$ cat src/rtl/ps2_keys_pkg.sv
// PS/2 set-2 scan codes, receiver state encoding and held-key indices.
// Latency: n/a (constants and a pure decode function).
// Backpressure: n/a.
// Contents: SC_* scan codes, rx_state_t, KEY_* indices into the held vector, key_lookup().
package ps2_keys_pkg;

  // Prefix / control codes
  localparam logic [7:0] SC_E0    = 8'hE0;
  localparam logic [7:0] SC_F0    = 8'hF0;
  localparam logic [7:0] SC_E1    = 8'hE1;

  // Player 1 keys (plain codes)
  localparam logic [7:0] SC_W     = 8'h1D;
  localparam logic [7:0] SC_S     = 8'h1B;
  localparam logic [7:0] SC_A     = 8'h1C;
  localparam logic [7:0] SC_D     = 8'h23;
  localparam logic [7:0] SC_J     = 8'h3B;
  localparam logic [7:0] SC_K     = 8'h42;
  localparam logic [7:0] SC_Q     = 8'h15;
  localparam logic [7:0] SC_E     = 8'h24;

  // Player 2 keys: arrows are E0-extended, keypad keys are plain
  localparam logic [7:0] SC_UP    = 8'h75;
  localparam logic [7:0] SC_DOWN  = 8'h72;
  localparam logic [7:0] SC_LEFT  = 8'h6B;
  localparam logic [7:0] SC_RIGHT = 8'h74;
  localparam logic [7:0] SC_KP1   = 8'h69;
  localparam logic [7:0] SC_KP2   = 8'h72;
  localparam logic [7:0] SC_KP4   = 8'h6B;
  localparam logic [7:0] SC_KP5   = 8'h73;

  localparam logic [7:0] SC_ESC   = 8'h76;

  typedef enum logic [1:0] {
    RX_IDLE   = 2'd0,
    RX_DATA   = 2'd1,
    RX_PARITY = 2'd2,
    RX_STOP   = 2'd3
  } rx_state_t;

  // Held-key vector layout
  localparam int KEY_NUM = 17;
  localparam int KEY_W   = 5;

  localparam logic [KEY_W-1:0] KEY_P1_UP    = 5'd0;
  localparam logic [KEY_W-1:0] KEY_P1_DOWN  = 5'd1;
  localparam logic [KEY_W-1:0] KEY_P1_LEFT  = 5'd2;
  localparam logic [KEY_W-1:0] KEY_P1_RIGHT = 5'd3;
  localparam logic [KEY_W-1:0] KEY_P1_FIRE  = 5'd4;
  localparam logic [KEY_W-1:0] KEY_P1_SKILL = 5'd5;
  localparam logic [KEY_W-1:0] KEY_P2_UP    = 5'd6;
  localparam logic [KEY_W-1:0] KEY_P2_DOWN  = 5'd7;
  localparam logic [KEY_W-1:0] KEY_P2_LEFT  = 5'd8;
  localparam logic [KEY_W-1:0] KEY_P2_RIGHT = 5'd9;
  localparam logic [KEY_W-1:0] KEY_P2_FIRE  = 5'd10;
  localparam logic [KEY_W-1:0] KEY_P2_SKILL = 5'd11;
  localparam logic [KEY_W-1:0] KEY_P1_CYC   = 5'd12;
  localparam logic [KEY_W-1:0] KEY_P1_RDY   = 5'd13;
  localparam logic [KEY_W-1:0] KEY_P2_CYC   = 5'd14;
  localparam logic [KEY_W-1:0] KEY_P2_RDY   = 5'd15;
  localparam logic [KEY_W-1:0] KEY_ESC      = 5'd16;
  localparam logic [KEY_W-1:0] KEY_NONE     = 5'd31;

  // Map {ext, code} to a held-vector index; KEY_NONE for anything we ignore.
  function automatic logic [KEY_W-1:0] key_lookup(input logic ext, input logic [7:0] code);
    logic [KEY_W-1:0] idx;
    idx = KEY_NONE;
    if (ext) begin
      case (code)
        SC_UP:    idx = KEY_P2_UP;
        SC_DOWN:  idx = KEY_P2_DOWN;
        SC_LEFT:  idx = KEY_P2_LEFT;
        SC_RIGHT: idx = KEY_P2_RIGHT;
        default:  idx = KEY_NONE;
      endcase
    end else begin
      case (code)
        SC_W:    idx = KEY_P1_UP;
        SC_S:    idx = KEY_P1_DOWN;
        SC_A:    idx = KEY_P1_LEFT;
        SC_D:    idx = KEY_P1_RIGHT;
        SC_J:    idx = KEY_P1_FIRE;
        SC_K:    idx = KEY_P1_SKILL;
        SC_Q:    idx = KEY_P1_CYC;
        SC_E:    idx = KEY_P1_RDY;
        SC_KP1:  idx = KEY_P2_FIRE;
        SC_KP2:  idx = KEY_P2_SKILL;
        SC_KP4:  idx = KEY_P2_CYC;
        SC_KP5:  idx = KEY_P2_RDY;
        SC_ESC:  idx = KEY_ESC;
        SC_E1:   idx = KEY_NONE;  // pause prefix: deliberately no key
        default: idx = KEY_NONE;
      endcase
    end
    return idx;
  endfunction

endpackage

$ cat src/rtl/ps2_rx.sv
// PS/2 device->host frame receiver: synchronisers, ps2_clk glitch filter, frame FSM, timeout.
// Latency: code_valid pulses the cycle after the filtered stop-bit fall is sampled.
// Backpressure: none; PS/2 cannot be stalled, every accepted frame is strobed once.
// Ports: clk, rstn, ps2_clk, ps2_data in; code[7:0], code_valid, parity_err out.
// Config: PS2_PARITY_CHECK_EN enables odd-parity checking (parity_err strobes on a bad frame).
module ps2_rx
  import ps2_keys_pkg::*;
#(
  parameter int FILTER_LEN  = 8,
  parameter int TIMEOUT_CYC = 200000
) (
  input  logic       clk,
  input  logic       rstn,
  input  logic       ps2_clk,
  input  logic       ps2_data,
  output logic [7:0] code,
  output logic       code_valid,
  output logic       parity_err
);

  localparam int FW = $clog2(FILTER_LEN + 1);
  localparam int TW = $clog2(TIMEOUT_CYC + 1);
  localparam logic [FW-1:0] FLT_MAX = FW'(FILTER_LEN - 1);
  localparam logic [TW-1:0] TO_MAX  = TW'(TIMEOUT_CYC - 1);

  logic          clk_s1, clk_s2, dat_s1, dat_s2;
  logic          clk_f;
  logic [FW-1:0] flt_cnt;
  logic          fall;

  rx_state_t     state;
  logic [2:0]    bit_cnt;
  logic [7:0]    shreg;
  logic [TW-1:0] to_cnt;

`ifdef PS2_PARITY_CHECK_EN
  logic          par_bit;
  logic          par_err_q;
  assign parity_err = par_err_q;
`else
  assign parity_err = 1'b0;
`endif

  // Synchronisers and filter. Lines idle high, so reset to 1 to avoid a
  // spurious fall straight out of reset.
  always_ff @(posedge clk or negedge rstn) begin
    if (!rstn) begin
      clk_s1  <= 1'b1;
      clk_s2  <= 1'b1;
      dat_s1  <= 1'b1;
      dat_s2  <= 1'b1;
      clk_f   <= 1'b1;
      flt_cnt <= '0;
    end else begin
      clk_s1 <= ps2_clk;
      clk_s2 <= clk_s1;
      dat_s1 <= ps2_data;
      dat_s2 <= dat_s1;
      if (clk_s2 == clk_f) begin
        flt_cnt <= '0;
      end else if (flt_cnt == FLT_MAX) begin
        clk_f   <= clk_s2;
        flt_cnt <= '0;
      end else begin
        flt_cnt <= flt_cnt + 1'b1;
      end
    end
  end

  // Filtered falling edge: the cycle the new low level is accepted.
  assign fall = clk_f & ~clk_s2 & (flt_cnt == FLT_MAX);

  always_ff @(posedge clk or negedge rstn) begin
    if (!rstn) begin
      state      <= RX_IDLE;
      bit_cnt    <= '0;
      shreg      <= '0;
      code       <= '0;
      code_valid <= 1'b0;
      to_cnt     <= '0;
`ifdef PS2_PARITY_CHECK_EN
      par_bit    <= 1'b0;
      par_err_q  <= 1'b0;
`endif
    end else begin
      code_valid <= 1'b0;
`ifdef PS2_PARITY_CHECK_EN
      par_err_q  <= 1'b0;
`endif
      // Timeout counts cycles since the last fall while a frame is open.
      if (state == RX_IDLE || fall) to_cnt <= '0;
      else                          to_cnt <= to_cnt + 1'b1;

      if (state != RX_IDLE && !fall && to_cnt == TO_MAX) begin
        state <= RX_IDLE;  // stalled keyboard: drop the partial frame silently
      end else if (fall) begin
        case (state)
          RX_IDLE: begin
            if (!dat_s2) begin
              state   <= RX_DATA;
              bit_cnt <= '0;
            end
          end
          RX_DATA: begin
            shreg   <= {dat_s2, shreg[7:1]};  // LSB arrives first
            bit_cnt <= bit_cnt + 3'd1;
            if (bit_cnt == 3'd7) state <= RX_PARITY;
          end
          RX_PARITY: begin
`ifdef PS2_PARITY_CHECK_EN
            par_bit <= dat_s2;
`endif
            state   <= RX_STOP;
          end
          RX_STOP: begin
            state <= RX_IDLE;
            if (dat_s2) begin
`ifdef PS2_PARITY_CHECK_EN
              if (^{shreg, par_bit}) begin
                code       <= shreg;
                code_valid <= 1'b1;
              end else begin
                par_err_q  <= 1'b1;
              end
`else
              code       <= shreg;
              code_valid <= 1'b1;
`endif
            end
          end
          default: state <= RX_IDLE;
        endcase
      end
    end
  end

endmodule

$ cat src/rtl/ps2_player_input.sv
// PS/2 keyboard front end: set-2 decode, held-key levels for two players, skill/ready menu, reset pulse.
// Latency: held/menu outputs and game_reset update 2 cycles after the stop bit is sampled.
// Backpressure: none; decoded keys are applied immediately and cannot be held off.
// Ports: clk, rstn, ps2_clk, ps2_data, game_start in; p1_/p2_ up/down/left/right/fire/skill,
//        p1_/p2_skill_sel[1:0], p1_/p2_ready, game_reset out.
// Config: PS2_PARITY_CHECK_EN (in ps2_rx) drops bad-parity frames and clears the E0/F0 flags.
module ps2_player_input
  import ps2_keys_pkg::*;
#(
  parameter int FILTER_LEN  = 8,
  parameter int TIMEOUT_CYC = 200000
) (
  input  logic       clk,
  input  logic       rstn,
  input  logic       ps2_clk,
  input  logic       ps2_data,
  input  logic       game_start,
  output logic       p1_up,
  output logic       p1_down,
  output logic       p1_left,
  output logic       p1_right,
  output logic       p1_fire,
  output logic       p1_skill,
  output logic       p2_up,
  output logic       p2_down,
  output logic       p2_left,
  output logic       p2_right,
  output logic       p2_fire,
  output logic       p2_skill,
  output logic [1:0] p1_skill_sel,
  output logic [1:0] p2_skill_sel,
  output logic       p1_ready,
  output logic       p2_ready,
  output logic       game_reset
);

  logic [7:0]         code;
  logic               code_valid;
  logic               parity_err;

  logic               ext, brk;
  logic [KEY_NUM-1:0] held;
  logic [KEY_W-1:0]   key_idx;
  logic [KEY_NUM-1:0] key_oh;
  logic [KEY_NUM-1:0] press;

  ps2_rx #(
    .FILTER_LEN  (FILTER_LEN),
    .TIMEOUT_CYC (TIMEOUT_CYC)
  ) u_rx (
    .clk        (clk),
    .rstn       (rstn),
    .ps2_clk    (ps2_clk),
    .ps2_data   (ps2_data),
    .code       (code),
    .code_valid (code_valid),
    .parity_err (parity_err)
  );

  // key_oh is one-hot on the key addressed by this code (zero for prefixes
  // and unmapped codes). press marks a genuine new press: a make of a key not
  // already held, so typematic repeats never retrigger menu actions.
  always_comb begin
    key_idx = key_lookup(ext, code);
    key_oh  = '0;
    if (code_valid && key_idx != KEY_NONE) key_oh = KEY_NUM'(1) << key_idx;
    press   = key_oh & ~held & {KEY_NUM{~brk}};
  end

  always_ff @(posedge clk or negedge rstn) begin
    if (!rstn) begin
      ext          <= 1'b0;
      brk          <= 1'b0;
      held         <= '0;
      p1_skill_sel <= 2'd0;
      p2_skill_sel <= 2'd0;
      p1_ready     <= 1'b0;
      p2_ready     <= 1'b0;
      game_reset   <= 1'b0;
    end else begin
      if (code_valid) begin
        if (code == SC_E0) begin
          ext <= 1'b1;
        end else if (code == SC_F0) begin
          brk <= 1'b1;
        end else begin
          ext <= 1'b0;
          brk <= 1'b0;
        end
      end
      if (parity_err) begin
        ext <= 1'b0;
        brk <= 1'b0;
      end

      held <= brk ? (held & ~key_oh) : (held | key_oh);

      game_reset <= press[KEY_ESC];
      if (press[KEY_ESC]) begin
        p1_ready <= 1'b0;
        p2_ready <= 1'b0;
      end else if (!game_start) begin
        if (press[KEY_P1_RDY]) p1_ready <= ~p1_ready;
        if (press[KEY_P2_RDY]) p2_ready <= ~p2_ready;
        if (press[KEY_P1_CYC] && !p1_ready) p1_skill_sel <= p1_skill_sel + 2'd1;
        if (press[KEY_P2_CYC] && !p2_ready) p2_skill_sel <= p2_skill_sel + 2'd1;
      end
    end
  end

  assign p1_up    = held[KEY_P1_UP];
  assign p1_down  = held[KEY_P1_DOWN];
  assign p1_left  = held[KEY_P1_LEFT];
  assign p1_right = held[KEY_P1_RIGHT];
  assign p1_fire  = held[KEY_P1_FIRE];
  assign p1_skill = held[KEY_P1_SKILL];
  assign p2_up    = held[KEY_P2_UP];
  assign p2_down  = held[KEY_P2_DOWN];
  assign p2_left  = held[KEY_P2_LEFT];
  assign p2_right = held[KEY_P2_RIGHT];
  assign p2_fire  = held[KEY_P2_FIRE];
  assign p2_skill = held[KEY_P2_SKILL];

endmodule

$ cat config.mk
export PLATFORM = sky130hd
export DESIGN_NAME = ps2_player_input
export DESIGN_NICKNAME = d
export VERILOG_FILES = /design/src/rtl/ps2_keys_pkg.sv /design/src/rtl/ps2_rx.sv /design/src/rtl/ps2_player_input.sv
export SDC_FILE = /design/constraint.sdc
export NUM_CORES = 1
export LEC_CHECK = 0
export BUFFER_PORTS_ARGS = -buffer_cell sky130_fd_sc_hd__buf_4
export CAP_MARGIN = 10
export CORE_MARGIN = 5
export CORE_UTILIZATION = 60
export CTS_BUF_LIST = sky130_fd_sc_hd__clkbuf_8
export DETAILED_ROUTE_END_ITERATION = 10
export PLACE_DENSITY = 0.85
export SYNTH_ARGS = -nofsm -noshare
export SYNTH_HDL_FRONTEND = slang
export SYNTH_HIERARCHICAL = 1
export SYNTH_SLANG_ARGS = --single-unit
$ cat constraint.sdc
create_clock -name clk -period 3 [get_ports clk]
set_clock_uncertainty 0.2 [all_clocks]
set_input_delay 0.15 -clock clk [delete_from_list [all_inputs] [get_ports clk]]
set_output_delay 0.15 -clock clk [all_outputs]
set_load 0.005 [all_outputs]
# After elaboration in Yosys (flattened, before gate mapping)
# Index checks and enable logic that the tools add are counted.
[word_totals] out_inout_bits=19 word_cells=127 reg_bits=75
[op_classes] reduce_logical=26 n_bitwise=17 addsub=5 eq_ne=30 muxes=28 shifts=1
[ops] operator="5-bit case mux with 13 select lines" n=1
[ops] operator="8-bit by 7-bit == test with 1-bit output, second input constant" n=8
[ops] operator="17-bit AND" n=3
[ops] operator="17-bit two-way mux" n=2
[ops] operator="17-bit inverter" n=2
[ops] operator="8-bit by 5-bit == test with 1-bit output, second input constant" n=4
[ops] operator="8-bit by 6-bit == test with 1-bit output, second input constant" n=3
[ops] operator="5-bit case mux with 4 select lines" n=1
[ops] operator="18-bit by 1-bit adder with 18-bit output, second input constant" n=1
[ops] operator="18-bit == test, second input constant" n=1
[ops] operator="18-bit two-way mux" n=1
[ops] operator="17-bit bitwise OR" n=1
[ops] operator="1-bit by 5-bit left shift with 17-bit output, first input constant" n=1
[ops] operator="8-bit == test, second input constant" n=2
[ops] operator="1-bit two-way mux" n=13
[ops] operator="3-bit AND reduction" n=4
[ops] operator="2-bit AND reduction" n=5
[ops] operator="2-bit nonzero test" n=5
[ops] operator="1-bit inverter" n=9
[ops] operator="2-bit two-way mux" n=4
[ops] operator="4-bit two-way mux" n=2
[ops] operator="2-bit case mux with 4 select lines" n=1
[ops] operator="4-bit AND reduction" n=2
[ops] operator="3-bit case mux with 2 select lines" n=1
[ops] operator="other kinds (20)" n=30

# Depth between registers and ports, before layout
# Gate-level depths: netlist of the first run.
[depth] ltp_word=11 ltp_mapped=8 mapped_depth_nobuf=7

# Cells and area by module
# The synthesis of the first run kept the hierarchy.
[by_module_without_submodules] module="ps2_rx" cells_each=197 seq_area_each_um2=1232.4 area_per_inst_um2=2220.9 instances=1
[by_module_without_submodules] module="ps2_player_input" cells_each=187 seq_area_each_um2=650.6 area_per_inst_um2=1739.2 instances=1

# Least setup slack after synthesis of the first run
# Ideal clock, no wire load.
[synth_timing] path_kind="register -> register" startpoint="register u_rx.code[6]" endpoint="register p1_ready" synth_period_minus_slack_ns=2.353 setup_ns=0.078 arrival_time_ns=2.075 setup_slack_ns=0.647 path_stages_with_launch=9 path_buffers=1 cell_sequence="dfrtp_1 buf_2 and2_1 o2111ai_2 nand3_2 o2111ai_4 nand3_4 or4_1 a21oi_1"
[synth_via] elab_chain_len=10 elab_cells_between_ends=28 cone_classes="eq/ne (17); shift (1); mux (5); bitwise (2); reduce/logical (3)"
[synth_rtl] item="start: declaration" line_no="ps2_rx.sv:16" source="output logic [7:0] code,"
[synth_rtl] item="start signal: assignment" line_no="ps2_rx.sv:126" source="code <= shreg;"
[synth_rtl] item="8-bit by 7-bit == test with 1-bit output, or another cell as far along" line_no="ps2_keys_pkg.sv:77" source="case (code)"
[synth_rtl] item="5-bit case mux with 13 select lines / 5-bit case mux with 4 select lines (equally long branches)" line_no="ps2_keys_pkg.sv:77, ps2_keys_pkg.sv:69"
[synth_rtl] item="5-bit two-way mux (*)" line_no="ps2_keys_pkg.sv:68" source="if (ext) begin"
[synth_rtl] item="5-bit != test" line_no="ps2_player_input.sv:66" source="if (code_valid && key_idx != KEY_NONE) key_oh = KEY_NUM'(1) << key_idx;"
[synth_rtl] item="1-bit logical AND" line_no="ps2_player_input.sv:66"
[synth_rtl] item="17-bit two-way mux (*)" line_no="ps2_player_input.sv:66"
[synth_rtl] item="17-bit AND (*) (2 in series)" line_no="ps2_player_input.sv:67" source="press = key_oh & ~held & {KEY_NUM{~brk}};"
[synth_rtl] item="2-bit by 1-bit != test with 1-bit output (no source line) / 2-bit nonzero test (equally long branches)"
[synth_rtl] item="2-bit AND reduction (no source line)"
[synth_rtl] item="end signal: assignment" line_no="ps2_player_input.sv:103" source="if (press[KEY_P1_RDY]) p1_ready <= ~p1_ready;"
[synth_rtl] item="end: declaration" line_no="ps2_player_input.sv:32" source="output logic p1_ready,"
# Every way passes the cells marked *; elsewhere a longest branch is shown, timed or not.
# A chain may end at the register's enable or synchronous reset.

# Worst setup path after layout of the first run
[layout_timing] startpoint="register u_rx.code[5]" endpoint="register p1_ready"
# The elaborated chain is that of the path after synthesis.

==> results.py, run 1 <==
metrics = {
    "global_routing": {
        "grt_pass1_vias": 2991,
        "grt_max_degree": 76,
        "overflow": 0,
        "global_route.usage.total": 0.198,
        "grt_pass1_wl_um": 13700,
        "antenna_found_initial": 0,
    },
    "synthesis": {
        "synthesis.area_um2": 3960,
        "synth-main-ff-cell": "dfrtp_1",
        "synth_top_area_cell": "dfrtp_1",
        "synth_fa_ha_area_frac": 0.0316,
        "synthXorXnorAreaFrac": 0.0354,
        "synth_mux_area_frac": 0.0809,
        "synth_most_common_cell": "dfrtp_1",
        "synth_top_area_share": 0.442,
        "synth_commonest_cells": "dfrtp_1 (70), nand2_1 (34), inv_1 (24), nor2_1 (22), o21ai_0 (17)",
        "synth_top_family_by_area": "simple AND/OR/NAND/NOR gates",
        "ys_seq_area_frac": 0.476,
        "syn_avg_cell_area_um2": 10.3,
        "synthSimpleGateAreaFrac": 0.227,
        "synth_edf_count": 0,
        "ys_async_sr_fraction": 1.00,
        "synthTopCellsByArea": "dfrtp_1 (44%), mux2_2 (4.5%), mux2i_1 (3.5%), dfstp_2 (3.3%), nand2_1 (3.2%)",
        "ys_types": 62,
        "ys_ff_latch": 75,
        "synth_fp_nets": 399,
        "netlist_instances": 384,
        "yosys_warnings": 6,
        "synth-compound-area-share": 0.105,
    },
    "worst_setup_path": {
        "setup.worst_path.class": "reg2reg",
        "arrival_ns": 2.79,
        "cp.required_ns": 3.07,
        "startpoint_type": "register",
        "path_max_fanout": 14,
        "crit_path_end_kind": "register",
    },
    "placed_design": {
        "dpl.hpwl_um": 5370,
        "post_dp_cell_area_um2": 4150,
        "globalplace.congestion": 0.955,
        "dp_cells": 469,
        "port_buffers": 23,
    },
    "timing": {
        "fin_crit_sh": 0.909,
        "hold_viol": 0,
        "slew_viol_final": 0,
        "finalCriticalPeriod_ns": 2.73,
        "worst_pin_slew_ns": 0.906,
        "tns_ns": 0,
        "rsz0062_at_grt": "false",
        "finalSetupViolations": 0,
        "clock.fmax_ghz": 0.367,
        "maxSlewHeadroom": 0.396,
        "hold_ws_ns": 0.159,
    },
    "outcome": {
        "status": "completed",
    },
    "clocking": {
        "clockBufferDepth": 2,
        "hold_buffers": 4,
        "cts_tree": "built",
        "clk-insertion-delay-late_ns": 0.34,
        "path_clk_slew_ns": 0.08,
        "clock_sinks": 75,
        "htreeDepth": 3,
        "ctsRootBufferMaster": "clkbuf_8",
        "cts-resized-gates": 0,
        "numCtsBuffers": 9,
        "postCtsSetupRepairBufs": 0,
    },
    "routing": {
        "final_antenna_net_count": 0,
        "wl_per_cell_um": 16.3,
        "vias": 2937,
        "firstDrtPassIters": 4,
        "drc_errors": 0,
        "vias_per_cell": 6.01,
        "detail_route.wirelength_um": 7980,
        "drt_iter0_markers": 170,
    },
    "finish": {
        "fin_cells": 489,
        "area_growth_pct": 11.8,
        "diodes": 0,
        "design_area_um2": 4430,
        "nets": 422,
        "drive_above_1_share": 0.172,
    },
    "floorplanning": {
        "core.rowCount": 29,
        "core_area_um2": 6390,
        "num_io_pins": 24,
        "start_util": 0.620,
        "die_area_um2": 8320,
        "fp.dieH_um": 91.2,
        "die_w_um": 91.2,
    },
    "power": {
        "total_power_uw": 2200,
        "swShare": 0.247,
        "p_seq_frac": 0.504,
        "power.internal_uw": 1660,
        "pwr-share-comb": 0.089,
        "leakage_uw": 0.00208,
        "peakVddDrop_mv": 0.387,
        "clockPowerShare": 0.407,
        "p_per_area_nw_per_um2": 497,
        "power_switching_uw": 543,
    },
    "hold_path": {
        "min_path_type": "reg2reg",
    },
    "run": {
        "drv_cap": 0,
    },
}
[cell type report]
type	instances	area, um^2
fill	489	1960
multi-input combinational	269	1900
sequential	75	1880
timing repair buffer	28	220
clock buffer	11	151
tap	77	96.3
inverter	24	90.1
clock inverter	5	83.8
[logic make-up after synthesis]
kind of cell / count (synthesis)
AO/OA/AOI/OAI: 59
XOR/XNOR: 16
adder cells (fa/ha/maj): 10
buffers and inverters: 40
flip-flops: 75
multiplexers: 30
other: 1
AND/OR/NAND/NOR: 153
[routing by layer]
layer	global-route usage	wire (um)	vias to the layer above
li1	-	-	1420
met1	0.253	3570	1433
met2	0.330	3940	68
met3	0.0405	342	16
met4	0.0807	129	0
met5	0	0	-
[critical path, stage by stage (launching register included)]
cell      delay (ns)
dfrtp_1         0.60
and4bb_1        0.36
nand3_1         0.12
o211ai_1        0.30
o2111a_2        0.31
nand3_4         0.12
or4_1           0.48
a21oi_1         0.16
[worst paths after layout]
kind                                    from               to  slack (ns)  depth (start not counted)
worst max-delay path            u_rx/code[5]         p1_ready        0.27                          7
worst min-delay path             u_rx/dat_s1      u_rx/dat_s2        0.16                          0
worst max register to register  u_rx/code[5]         p1_ready        0.27                          7
worst min register to register   u_rx/dat_s1      u_rx/dat_s2        0.16                          0
max in group asynchronous               rstn  u_rx/flt_cnt[3]        1.74                          2
min in group asynchronous               rstn     u_rx/code[0]        0.28                          2
[layout by cell type, fill, tap and decap left out, types with 4 or more instances in the layout]
cell type,n
a21oi_1,13
and4_1,5
buf_4,24
clkbuf_8,11
dfrtp_1,70
dfstp_2,5
dlygate4sd3_1,4
ha_1,10
inv_1,24
mux2_2,16
mux2i_1,14
nand2_1,34
nand2b_1,4
nand3_1,14
nand3b_1,4
nand4_1,11
nor2_1,22
nor2b_1,5
nor3_1,10
nor3b_1,7
o21ai_0,17
or3_1,5
xnor2_1,11
xor2_1,5
[power by group through the flow]
stage / sequential, uW / clock, uW / combinational (uW)
4_1_cts: 1110 / 910 / 199
3_3_place_gp: 1120 / 0 / 177
3_5_place_dp: 1130 / 0 / 192
5_1_grt: 1120 / 955 / 227
2_1_floorplan: 1120 / 0 / 132
6_report: 1110 / 895 / 196
[through the flow]
step	worst slack, ns	util
after floorplan	0.647	-
after global placement	0.396	0.650
after detailed placement	0.352	0.650
after CTS	0.334	0.693
after global routing	0.0955	0.693
final	0.274	0.693
No activity file was read; power rests on OpenSTA's default activity.
==> run 2: changes to the inputs <==
Settings changed: CORE_UTILIZATION 60 to 61, CTS_BUF_LIST sky130_fd_sc_hd__clkbuf_8 to sky130_fd_sc_hd__clkbuf_4 sky130_fd_sc_hd__clkbuf_8 sky130_fd_sc_hd__clkbuf_16, HOLD_SLACK_MARGIN set to 0.1, PLACE_DENSITY 0.85 to 0.86.
==> results.py, run 2 (synthesis results as in run 1) <==
metrics = {
    "clocking": {
        "postCtsSetupRepairBufs": 0,
        "htreeDepth": 3,
        "clockBufferDepth": 2,
        "ctsRootBufferMaster": "clkbuf_8",
        "hold_buffers": 4,
        "numCtsBuffers": 9,
        "clock_sinks": 75,
        "cts-resized-gates": 0,
        "path_clk_slew_ns": 0.08,
        "clk-insertion-delay-late_ns": 0.35,
        "cts_tree": "built",
    },
    "global_routing": {
        "grt_pass1_vias": 2839,
        "global_route.usage.total": 0.198,
        "grt_pass1_wl_um": 13400,
        "antenna_found_initial": 0,
        "overflow": 0,
        "grt_max_degree": 76,
    },
    "timing": {
        "tns_ns": 0,
        "hold_viol": 0,
        "clock.fmax_ghz": 0.377,
        "finalSetupViolations": 0,
        "fin_crit_sh": 0.885,
        "slew_viol_final": 0,
        "finalCriticalPeriod_ns": 2.65,
        "worst_pin_slew_ns": 0.917,
        "maxSlewHeadroom": 0.389,
        "hold_ws_ns": 0.158,
        "rsz0062_at_grt": "false",
        "fin_ws_ns": 0.345,
    },
    "worst_setup_path": {
        "critPathLaunch": "u_rx/code[4]",
        "path_cells": "and2_1, o2111ai_2, nand3_2, or4b_1, nor2b_1, nand2_1, mux2i_1",
        "setup.worst_path.class": "reg2reg",
        "max_stage_delay_ns": 0.61,
        "rr_worst_depth": 7,
        "arrival_ns": 2.71,
        "cp_slowest_cell": "or4b_1",
        "path_delay_family": "simple AND/OR/NAND/NOR gates",
        "path_max_fanout": 16,
        "crit_path_end_kind": "register",
        "reg2reg_slack_ns": 0.35,
        "startpoint_type": "register",
        "cp.required_ns": 3.06,
        "cp_num_cells": 7,
        "r2r_start": "u_rx/code[4]",
        "path_buf_inv": 0,
    },
    "power": {
        "peakVddDrop_mv": 0.409,
        "leakage_uw": 0.00206,
        "p_per_area_nw_per_um2": 473,
    },
    "hold_path": {
        "min_path_type": "reg2reg",
        "hold_path_startpoint": "u_rx/dat_s1",
    },
    "finish": {
        "final_common_cell": "dfrtp_1",
        "mostFrequentLayoutCells": "dfrtp_1 (70), nand2_1 (34), inv_1 (24), buf_4 (24), nor2_1 (22)",
        "area_growth_pct": 10.7,
        "fillers": 460,
        "nets": 422,
        "drive_above_1_share": 0.172,
        "diodes": 0,
    },
    "floorplanning": {
        "fp.dieH_um": 90.6,
        "core_area_um2": 6350,
        "die_area_um2": 8200,
        "start_util": 0.624,
        "num_io_pins": 24,
        "core.rowCount": 29,
        "die_w_um": 90.6,
    },
    "routing": {
        "detail_route.wirelength_um": 7550,
        "vias": 2905,
        "drt_iter0_markers": 262,
        "firstDrtPassIters": 4,
        "wl_per_cell_um": 15.4,
        "final_antenna_net_count": 0,
        "vias_per_cell": 5.94,
        "drc_errors": 0,
    },
    "placed_design": {
        "dpl.hpwl_um": 5240,
        "globalplace.congestion": 0.915,
        "preCtsSetupSlack_ns": 0.358,
        "port_buffers": 23,
    },
    "run": {
        "drv_cap": 0,
    },
    "outcome": {
        "status": "completed",
    },
}
run 2: changes by cell type in the layout (fill, tap and decap cells not counted), sizes merged:
cell	before	now
clkinv	0	2
clkbuf	11	10
bufinv	2	1
run 2: where the power goes:
group	internal, uW	total, uW	switching [uW]
combinational	77.7	189	111
clock	393	775	382
sequential	1060	1110	47.1
total	1530	2070	540
run 2: stage by stage:
step | power [uW] | std cells | cell area, um^2 | utilization
after detailed placement | 1310 | 469 | 4150 | 0.654
after global routing | 2180 | 489 | 4390 | 0.691
after floorplan | 1250 | 384 | 3960 | -
final | 2070 | 489 | 4390 | 0.691
after global placement | 1300 | 469 | 4150 | 0.654
after CTS | 2100 | 489 | 4390 | 0.691
run 2: worst register-to-register path, cell delays in order, from the launching register on:
cell	delay (ns)
dfrtp_1	0.55
and2_1	0.25
o2111ai_2	0.32
nand3_2	0.18
or4b_1	0.61
nor2b_1	0.18
nand2_1	0.08
mux2i_1	0.20
run 2: worst min-delay path by stage:
stage,depth (start not counted),end
after floorplan,0,asynchronous set/reset pin
after global placement,1,u_rx/clk_s1
after detailed placement,1,u_rx/clk_s1
after CTS,0,u_rx/dat_s2
after global routing,0,u_rx/dat_s2
final,0,u_rx/dat_s2
run 2: final cells by class:
cell class | count | area (um^2) | area share
clock inverter | 6 | 63.8 | 0.0146
clock buffer | 10 | 131 | 0.0300
multi-input combinational | 269 | 1900 | 0.433
sequential | 75 | 1880 | 0.429
inverter | 24 | 90.1 | 0.0205
tap | 77 | 96.3 | 0.0220
timing repair buffer | 28 | 220 | 0.0502
run 2: routing by layer:
metal | global-route usage | vias to the layer above | part of all wire
met5 | 0 | - | 0
met3 | 0.0475 | 10 | 0.041
met1 | 0.255 | 1415 | 0.45
li1 | - | 1423 | -
met2 | 0.326 | 57 | 0.50
met4 | 0.0682 | 0 | 0.014
==> run 3: changes to the inputs <==
Settings changed: ABC_AREA set to 1.
==> results.py, run 3 <==
metrics = {
    "outcome": {
        "status": "completed",
    },
    "floorplanning": {
        "fp.dieH_um": 93.2,
        "die_w_um": 93.2,
        "num_io_pins": 24,
        "start_util": 0.624,
        "die_area_um2": 8680,
        "core.rowCount": 30,
        "core_area_um2": 6760,
    },
    "timing": {
        "maxSlewHeadroom": 0.386,
        "tns_ns": 0,
        "finalSetupViolations": 0,
        "hold_viol": 0,
        "rsz0062_at_grt": "false",
        "fin_crit_sh": 0.835,
        "slew_viol_final": 0,
        "hold_ws_ns": 0.159,
        "clock.fmax_ghz": 0.399,
        "finalCriticalPeriod_ns": 2.51,
        "worst_pin_slew_ns": 0.921,
    },
    "clocking": {
        "path_clk_slew_ns": 0.07,
        "ctsRootBufferMaster": "clkbuf_8",
        "cts-resized-gates": 0,
        "numCtsBuffers": 9,
        "htreeDepth": 3,
        "clock_sinks": 75,
        "postCtsSetupRepairBufs": 0,
        "cts_tree": "built",
        "clockBufferDepth": 2,
        "clk-insertion-delay-late_ns": 0.34,
        "hold_buffers": 4,
    },
    "finish": {
        "diodes": 0,
        "drive_above_1_share": 0.181,
        "fin_cells": 648,
        "final_common_cell": "nand2_1",
        "area_growth_pct": 11.1,
        "mostFrequentLayoutCells": "nand2_1 (112), nor2_1 (82), dfrtp_1 (70)",
        "nets": 578,
    },
    "global_routing": {
        "grt_pass1_vias": 3328,
        "global_route.usage.total": 0.208,
        "grt_pass1_wl_um": 14600,
        "overflow": 0,
        "grt_max_degree": 76,
        "antenna_found_initial": 0,
    },
    "worst_setup_path": {
        "crit_path_end_kind": "register",
        "setup.worst_path.class": "reg2reg",
        "startpoint_type": "register",
        "cp_slowest_cell": "dfrtp_1",
        "arrival_ns": 2.52,
        "reg2reg_slack_ns": 0.49,
        "cp.required_ns": 3.01,
        "cp_common_cell": "nand2_1",
        "path_max_fanout": 7,
        "path_cells": "inv_2, nand2_1, nor2_2, nand2_1, nand2_1, nor2_4, nand2_2, nor2_8, o21ai_2, nand2_1, nor2_1, nand3_1, nand2_2, inv_1, nand3_1, nand2_1",
        "max_stage_delay_ns": 0.45,
    },
    "synthesis": {
        "ys_ff_latch": 75,
        "ys_async_sr_fraction": 1.00,
        "synth_top_area_share": 0.415,
        "synth_top_family_by_area": "simple AND/OR/NAND/NOR gates",
        "synth_fp_nets": 546,
        "netlist_instances": 531,
        "synthesis.area_um2": 4220,
        "synth_edf_count": 0,
        "ys_types": 39,
        "synth-main-ff-cell": "dfrtp_1",
        "synth_fa_ha_area_frac": 0.0297,
        "yosys_warnings": 6,
        "synthXorXnorAreaFrac": 0.00623,
        "syn_avg_cell_area_um2": 7.95,
        "synth_commonest_cells": "nand2_1 (112), nor2_1 (82), dfrtp_1 (70), inv_1 (66), o21ai_0 (31)",
        "synth_mux_area_frac": 0.0104,
        "synthSimpleGateAreaFrac": 0.333,
        "synthTopCellsByArea": "dfrtp_1 (42%), nand2_1 (10%), nor2_1 (7.3%), inv_1 (5.9%), o21ai_0 (3.7%)",
        "synth_top_area_cell": "dfrtp_1",
        "synth_most_common_cell": "nand2_1",
        "synth-compound-area-share": 0.0979,
        "ys_seq_area_frac": 0.446,
    },
    "routing": {
        "drc_errors": 0,
        "vias": 3433,
        "wl_per_cell_um": 12.8,
        "drt_iter0_markers": 195,
        "final_antenna_net_count": 0,
        "firstDrtPassIters": 6,
        "vias_per_cell": 5.30,
        "detail_route.wirelength_um": 8310,
    },
    "hold_path": {
        "min_path_type": "reg2reg",
    },
    "placed_design": {
        "globalplace.congestion": 0.899,
        "dpl.hpwl_um": 6170,
        "port_buffers": 23,
        "dp_cells": 628,
    },
    "power": {
        "leakage_uw": 0.00238,
        "p_per_area_nw_per_um2": 396,
        "peakVddDrop_mv": 0.404,
    },
    "run": {
        "drv_cap": 0,
    },
}
run 3: changes by cell type after synthesis, moves of 13 or more:
cell / previous run / this run
inv_1: 24 / 66
mux2_2: 16 / 3
mux2i_1: 14 / 1
nand2_1: 34 / 112
nand3_1: 14 / 30
nor2_1: 22 / 82
o21ai_0: 17 / 31
run 3: kinds of logic after synthesis:
group | after synthesis
other | 1
AO/OA/AOI/OAI | 76
flip-flops | 75
AND/OR/NAND/NOR | 281
buffers and inverters | 81
XOR/XNOR | 3
multiplexers | 4
adder cells (fa/ha/maj) | 10
run 3: path summary, 6_finish.rpt:
path                               from               to  cells past startpoint
max in group asynchronous          rstn  p1_skill_sel[0]                      2
hold / removal              u_rx/dat_s1      u_rx/dat_s2                      0
min in group asynchronous          rstn   u_rx/to_cnt[6]                      2
setup reg to reg           u_rx/code[2]  p1_skill_sel[1]                     16
hold reg to reg             u_rx/dat_s1      u_rx/dat_s2                      0
setup / recovery           u_rx/code[2]  p1_skill_sel[1]                     16
run 3: through the flow:
step           setup slack, ns  power, uW  instance area, um^2   util
6_report                 0.494       1860                 4690  0.694
4_1_cts                  0.518       1880                 4690  0.694
3_3_place_gp             0.638       1140                 4460  0.659
5_1_grt                  0.306       1940                 4690  0.694
2_1_floorplan            0.803       1110                 4220      -
3_5_place_dp             0.528       1140                 4460  0.659
run 3: critical path, delay by kind of cell (launching register included):
family,cells,cell delay (ns)
DFF,1,0.45
and+or+nand+nor,13,1.43
AOI/OAI and AO/OA,1,0.13
buffers and inverters,2,0.17
run 3: final cells by class:
| class | count | area (um^2) |
|---|---|---|
| clock inverters | 2 | 10.0 |
| clock buffers | 14 | 180 |
| inverters | 75 | 282 |
| repair buffers | 27 | 213 |
| multi-input cells | 375 | 2020 |
| well taps | 80 | 100 |
| flip-flops and latches | 75 | 1880 |
| fillers | 545 | 2070 |
run 3: power by group:
part           leakage (uW)  switching, uW  total [uW]  internal (uW)
Clock              0.000103            346         731            385
Sequential          0.00101           17.9        1050           1030
Combinational       0.00127           50.8        74.5           23.6
Total               0.00238            414        1860           1440
run 3: layer usage:
layer | routed length, um | part of all wire | track usage
met2 | 4120 | 0.50 | 0.356
met4 | 85 | 0.010 | 0.0598
met1 | 3760 | 0.45 | 0.270
met3 | 342 | 0.041 | 0.0370
met5 | 0 | 0 | 0
